File: src/rtl/mult_pkg.sv
// Shared types and constants for the sequential shift-and-add multiplier controller.
package mult_pkg;

    localparam int unsigned MULT_WIDTH = 4;
    localparam int unsigned CNT_W      = $clog2(MULT_WIDTH);

    typedef enum logic [2:0] {
        ST_IDLE,
        ST_LOAD,
        ST_EVAL,
        ST_ADD,
        ST_SHIFT,
        ST_DONE
    } mult_state_t;

endpackage

File: src/rtl/mult_bit_counter.sv
// Iteration counter: counts completed shifts and flags the final iteration.
module mult_bit_counter
    import mult_pkg::*;
#(
    parameter int unsigned WIDTH = MULT_WIDTH,
    parameter int unsigned CW    = $clog2(WIDTH)
) (
    input  logic          clk,
    input  logic          rst,
    input  logic          clr,
    input  logic          inc,
    output logic [CW-1:0] count,
    output logic          term_c
);

    // Last iteration reached; wrap is explicit so non-power-of-two widths work.
    assign term_c = (count == CW'(WIDTH - 1));

    // Count register: clear has priority, terminal increment wraps to zero.
    always_ff @(posedge clk or negedge rst) begin
        if (!rst) begin
            count <= '0;
        end else if (clr) begin
            count <= '0;
        end else if (inc) begin
            if (term_c) begin
                count <= '0;
            end else begin
                count <= count + CW'(1);
            end
        end
    end

endmodule

File: src/rtl/mult_seq_controller.sv
// Control FSM for the sequential shift-and-add multiplier datapath.
module mult_seq_controller
    import mult_pkg::*;
#(
    parameter int unsigned WIDTH = MULT_WIDTH
) (
    input  logic                     clk,
    input  logic                     rst,
    input  logic                     start,
    input  logic                     abort,
    input  logic                     lq_lsb,
    output logic                     load,
    output logic                     acc_clr,
    output logic                     add_en,
    output logic                     shift,
    output logic                     busy,
    output logic                     done,
    output logic [$clog2(WIDTH)-1:0] bit_cnt
);

    localparam int unsigned CW = $clog2(WIDTH);

    mult_state_t state;
    mult_state_t next_state;
    logic        cnt_clr;
    logic        cnt_inc;
    logic        cnt_term_c;

    mult_bit_counter #(
        .WIDTH (WIDTH),
        .CW    (CW)
    ) u_bit_counter (
        .clk    (clk),
        .rst    (rst),
        .clr    (cnt_clr),
        .inc    (cnt_inc),
        .count  (bit_cnt),
        .term_c (cnt_term_c)
    );

    // State register.
    always_ff @(posedge clk or negedge rst) begin
        if (!rst) begin
            state <= ST_IDLE;
        end else begin
            state <= next_state;
        end
    end

    // Next-state and counter control; abort overrides every transition.
    always_comb begin
        next_state = state;
        cnt_clr    = 1'b0;
        cnt_inc    = 1'b0;

        unique case (state)
            ST_IDLE:  if (start) next_state = ST_LOAD;
            ST_LOAD:  next_state = ST_EVAL;
            ST_EVAL:  next_state = lq_lsb ? ST_ADD : ST_SHIFT;
            ST_ADD:   next_state = ST_SHIFT;
            ST_SHIFT: next_state = cnt_term_c ? ST_DONE : ST_EVAL;
            ST_DONE:  next_state = ST_IDLE;
            default:  next_state = ST_IDLE;
        endcase

        if (abort) begin
            next_state = ST_IDLE;
        end

        cnt_clr = ((state == ST_IDLE) && (next_state == ST_LOAD)) ||
                  (abort && (state != ST_IDLE));
        cnt_inc = (state == ST_SHIFT) && !abort;
    end

    // Strobes registered from the next state so they align with the state register.
    always_ff @(posedge clk or negedge rst) begin
        if (!rst) begin
            load    <= 1'b0;
            acc_clr <= 1'b0;
            add_en  <= 1'b0;
            shift   <= 1'b0;
            busy    <= 1'b0;
            done    <= 1'b0;
        end else begin
            load    <= (next_state == ST_LOAD);
            acc_clr <= (next_state == ST_LOAD);
            add_en  <= (next_state == ST_ADD);
            shift   <= (next_state == ST_SHIFT);
            busy    <= (next_state != ST_IDLE);
            done    <= (next_state == ST_DONE);
        end
    end

endmodule

File: config.mk
export PLATFORM = sky130hd
export DESIGN_NAME = mult_seq_controller
export DESIGN_NICKNAME = d
export VERILOG_FILES = /design/src/rtl/mult_pkg.sv /design/src/rtl/mult_bit_counter.sv /design/src/rtl/mult_seq_controller.sv
export SDC_FILE = /design/constraint.sdc
export NUM_CORES = 1
export LEC_CHECK = 0
export ABC_AREA = 1
export BUFFER_PORTS_ARGS = -buffer_cell sky130_fd_sc_hd__buf_2
export CORE_AREA = 8 8 45 47
export DETAILED_ROUTE_END_ITERATION = 16
export DIE_AREA = 0 0 53 55
export GPL_TIMING_DRIVEN = 0
export HOLD_SLACK_MARGIN = 0.12
export PLACE_DENSITY = 0.63
export SLEW_MARGIN = 20
export SYNTH_ARGS = -nofsm -noshare
export SYNTH_HDL_FRONTEND = slang
export SYNTH_SLANG_ARGS = --single-unit
File: constraint.sdc
create_clock -name clk -period 1.2 [get_ports clk]
set_input_delay 0.24 -clock clk [delete_from_list [all_inputs] [get_ports clk]]
set_output_delay 0.24 -clock clk [all_outputs]
set_load 0.01 [all_outputs]
* After elaboration in Yosys (flattened, before gate mapping)
Cells that the tools add are included.
Widths: inputs -> output; s select.
** Word-level totals
- Flip-flop bits (word level) :: 10
- Input bits :: 5
- Output and inout port bits :: 8
** Operators by class
- $add $sub $neg :: 1
- Equality and inequality tests :: 9
- Multiplexer cells :: 8
- Reduce and logical (&&, ||, !) cells :: 9
** Operators with widths (number)
- $pmux 3 s5 :: 1
- $mux 3 :: 4
- $eq 3x2->1 const B :: 3
- $eq 3x3->1 const B :: 3
- $eq 3x1->1 const B :: 2
- $mux 2 :: 3
- $reduce_bool 3->1 :: 2
- $logic_and 1x1->1 :: 3
- $logic_not 3->1 :: 1
- $add 2x1->2 const B :: 1
- $eq 2x2->1 const B :: 1
- $reduce_bool 2->1 :: 1
- $logic_not 1->1 :: 1
- $logic_or 1x1->1 :: 1

* Longest topological paths before layout
- Word-level depth :: 8
- Mapped depth :: 9

* By module
Synthesis repeated with hierarchy kept, for this count alone.
** Unflattened totals
- Cell total of the unflattened synthesis :: 60
- Area total of the unflattened synthesis :: 491.7 sq um
** Modules (own cells, without submodules)
- mult_seq_controller :: times used 1, cells an instance 48, area an instance 391.6 sq um, seq. area each 200.2 sq um
- mult_bit_counter :: times used 1, cells an instance 12, area an instance 100.1 sq um, seq. area each 50.0 sq um

* Least setup slack after synthesis
No wires, ideal clock.
- Kind :: flip-flop to flip-flop
- Start point :: reg u_bit_counter.count[0]
- End point :: reg u_bit_counter.count[0]
- Setup time :: 118 ps
- Arrival time :: 1155 ps
- Required time :: 1082 ps
- Setup slack :: -73 ps
- Cell stages (with the launch flop) :: 8
- Buffers on the path :: 0
- Cells stage by stage :: dfrtp_1 -> ha_1 -> nand3_2 -> nand2_1 -> inv_2 -> nand4_2 -> nand4_1 -> nand2_1
** On the way
- Longest elaborated chain between the ends :: 8
- Elaborated cells between the ends (all ways) :: 12
** RTL lines
- start: declaration :: RTL line mult_bit_counter.sv:12 : output logic [CW-1:0] count,
- start signal: assignment :: RTL line mult_bit_counter.sv:29 : count <= count + CW'(1);
- $eq 2x2->1 :: RTL line mult_bit_counter.sv:17 : assign term_c = (count == CW'(WIDTH - 1));
- $mux 3 :: RTL line mult_seq_controller.sv:61 : ST_SHIFT: next_state = cnt_term_c ? ST_DONE : ST_EVAL;
- $pmux 3 s5 :: RTL line mult_seq_controller.sv:56 : unique case (state)
- $mux 3 :: RTL line mult_seq_controller.sv:66 : if (abort) begin
- $eq 3x1->1 :: RTL line mult_seq_controller.sv:70 : cnt_clr = ((state == ST_IDLE) && (next_state == ST_LOAD)) ||
- $logic_and 1x1->1 :: RTL line mult_seq_controller.sv:70
- $logic_or 1x1->1 :: RTL line mult_seq_controller.sv:70
- $mux 2 or $reduce_bool 2->1 (tied branches)
Parallel ways exist; a longest one is shown, timed or not. The select of a mux whose other input is x is not followed.
A chain may end at the register's enable or synchronous reset.

* Worst setup path in the final report
- Start point :: reg state[0]
- End point :: reg u_bit_counter.count[0]
** On the way
- Longest elaborated chain between the ends :: 7
- Elaborated cells between the ends (all ways) :: 16
** RTL lines
- start: declaration :: RTL line mult_seq_controller.sv:23 : mult_state_t state;
- start signal: assignment :: RTL line mult_seq_controller.sv:46 : state <= next_state;
- $eq 3x3->1, or another cell as far along :: RTL line mult_seq_controller.sv:56, mult_seq_controller.sv:72
- $pmux 3 s5 :: RTL line mult_seq_controller.sv:56
- $mux 3 :: RTL line mult_seq_controller.sv:66
- $eq 3x1->1 :: RTL line mult_seq_controller.sv:70
- $logic_and 1x1->1 :: RTL line mult_seq_controller.sv:70
- $logic_or 1x1->1 :: RTL line mult_seq_controller.sv:70
- $mux 2 or $reduce_bool 2->1 (tied branches)
Parallel ways exist; a longest one is shown, timed or not.

==> impl_metrics.tcl <==
set metrics [dict create \
    status "complete, but fails checks" \
    failed_checks "setup timing" \
    finalWorstSetupSlack_ns -0.0590 \
    synthFlopType "dfrtp_1" \
    fmaxAchievable_ghz 0.794 \
    async_reset_ff_share_pct 100 \
    fin_worst_skew_ns 0.000401 \
    slew_headroom_pct 85.3 \
    antenna_cells_inserted 0 \
    dpl-instance-area_sq_um 601 \
    report.final.hold_viol_count 0 \
    vias_per_cell 4.75 \
    num_io_pins 13 \
    ys_seq_area_share_pct 49.1 \
    route.detailed.wl_per_inst_microns 12.2 \
    cts_made_buffers 3 \
    worst-endpoint-arrival_ns 1.40 \
    final.fill_count 133 \
    final_period_minus_worst_setup_slack_ns 1.26 \
    synth_commonest_cells "dfrtp_1, nand2_1, inv_2" \
    grt_remaining_overflow 0 \
    crit_buf_inv 0 \
    report.final.slew_viol_count 0 \
    routed_wl_microns 1120 \
    slowest_cell_on_the_critical_path "dfrtp_1" \
    ys_ff_latch 10 \
    synthesized_area_sq_um 509 \
    clk_latency_ns 0.25 \
    clkSlewWorstSetupHoldPaths_ns 0.06 \
    grt_antenna_before_repair 0 \
    static-leakage-power_nw 0.380 \
    drt-pass1-iter-count 4 \
    first_global_vias 439 \
    dr.max_layer_used "met4" \
    clockBufferDepth 2 \
    route.detailed.drc 0 \
    synth_edf_count 0 \
    synthMuxAreaShare_pct 0 \
    tritoncts "done" \
    rows 14 \
    power_density_mw_per_mm2 1100 \
    synthDominantCellAreaShare_pct 49.1 \
    floorplan_core_area_sq_mm 0.00138 \
    synth_nets 63 \
    hpwl_microns 780 \
    synthesis.instances 57 \
    yosys.area_share.xor_xnor_pct 0 \
    cp-start-kind "flop" \
    rsz_0062_raised_after_global_routing "yes" \
    peakVddDrop_mv 0.641 \
    groute.usage.overall_pct 8.06 \
    grt_first_pass_wirelength_microns 1750 \
    gpl.final_weighted_congestion 0.755 \
    wl_met3_microns 32 \
    synth_simple_gate_area_share_pct 38.1 \
    chipHeight_microns 55 \
    critPathCaptureType "flop" \
    die_width_microns 53 \
    ant_nets 0 \
    worst_slew_pin_slew_ns 0.220 \
    ratio_of_cells_with_drive_above_1_in_the_final_layout_pct 56.6 \
    detailedRoute.firstIterationViolations 12 \
    critical_path.most_common_cell "nand3_2" \
    timing.critical_path.max_delay_family "simple AND/OR/NAND/NOR gates" \
    synth_compound_gate_area_share_pct 0 \
    synth_fa_ha_area_share_pct 2.46 \
    ys_warn_count 0 \
    finalSetupViolations 4 \
    syn-mean-instance-area_sq_um 8.93 \
    post-synth-top-area-cell "dfrtp_1" \
    crit_path_max_fanout 5 \
    post-route-cell-area_sq_um 689 \
    slowest_delay_ns 0.43 \
    largest_net_degree_at_the_start_of_global_routing 11 \
    cts_max_level 1 \
    place.port_buffers 12 \
    instances_no_fill 92 \
    hold_path_class "input pin to flop" \
    placed_cells 85 \
    area_contributors_post_synth "dfrtp_1, nand2_1, inv_2" \
    rrSetupSlack_ns -0.06 \
    min_period_over_period_pct 105 \
    number_of_nets_in_the_layout 84 \
    cts.sinks 10 \
    route.met2.wl_microns 596 \
    critical_setup_path_kind "flop to flop" \
    clockRootBuffer "clkbuf_4" \
    required_time_at_the_worst_slack_endpoint_ns 1.34 \
    timing.max_cap.violations 0 \
    wl_met1_microns 470 \
    die_area_sq_mm 0.00292 \
    worst_path_cell_chain "nor2_4 -> nand3_2 -> nand3_2 -> nand4_4 -> nand4_1 -> nand2_1" \
    synth_top_family_by_area "simple AND/OR/NAND/NOR gates" \
    floorplan.initialDensity_pct 36.8 \
    count_of_cell_types_in_the_netlist 16 \
    area_growth_syn_to_layout_pct 35.4 \
    route.vias.total 437 \
]
layer usage:
layer,vias to the layer above,GRT usage [%]
met4,0,7.76
met2,8,12.9
li1,219,-
met5,-,0
met3,2,1.34
met1,208,8.91
cell families (layout without fill, tap and decap cells):
family,count (synthesis),count (layout)
simple gates,33,33
buf+inv,13,32
flops,10,10
fa+ha+maj,1,1
flip-flops by register name (all words and copies together) (netlist names):
| signal | flops |
|---|---|
| busy | 1 |
| shift | 1 |
| done | 1 |
| u_bit_counter.count | 2 |
| state | 3 |
| acc_clr | 1 |
| add_en | 1 |
worst paths after layout:
kind,start,endpoint,depth (start not counted)
worst max-delay path,state[0],u_bit_counter.count[0],6
worst min-delay path,abort,state[2],2
worst max register to register,state[0],u_bit_counter.count[0],6
worst min register to register,state[1],u_bit_counter.count[1],3
max in group asynchronous,rst,state[2],2
min in group asynchronous,rst,shift,2
layout by cell type, fill, tap and decap left out, types with 4 or more instances in the layout:
cell / count
buf_2: 12
buf_4: 4
dfrtp_1: 9
inv_1: 5
inv_2: 7
nand2_1: 8
nand2_2: 4
nand4_1: 4
nor2_4: 4
stage by stage:
step	power, mW	setup TNS (ns)	worst slack (ns)	util [%]	hold slack (ns)
finish	0.759	-0.135	-0.0590	49.8	0.217
global route	0.812	-0.475	-0.101	49.8	0.204
CTS	0.756	-0.0672	-0.0294	47.9	0.211
detailed placement	0.533	-0.134	-0.0537	43.4	0.111
global placement	0.530	-0.0969	-0.0341	43.4	0.107
floorplan	0.483	0	0.00124	-	-0.0556
what timing repair did:
item	CTS	global route
setup endpoints to repair	4	8
endpoints found under the hold margin	10	0
resized for setup	2	6
pin swaps	3	0
hold buffers	1	0
setup buffers	3	0
power breakdown:
| group | switching [mW] | total, mW | leakage (nW) | internal (mW) |
|---|---|---|---|---|
| registers | 0.0168 | 0.375 | 0.135 | 0.358 |
| logic | 0.109 | 0.177 | 0.232 | 0.0680 |
| clock network | 0.0925 | 0.207 | 0.0138 | 0.115 |
| total | 0.218 | 0.759 | 0.380 | 0.541 |
cell type report:
class | instances | area, sq um | area share (%)
flip-flops and latches | 10 | 251 | 36.5
multi-input cells | 34 | 250 | 36.3
repair buffers | 16 | 92.6 | 13.4
inverters | 12 | 45.0 | 6.53
clock buffers | 3 | 22.5 | 3.27
well taps | 16 | 20.0 | 2.90
plain buffers | 1 | 7.51 | 1.09
Note: power is estimated with default switching activity, not from simulation.
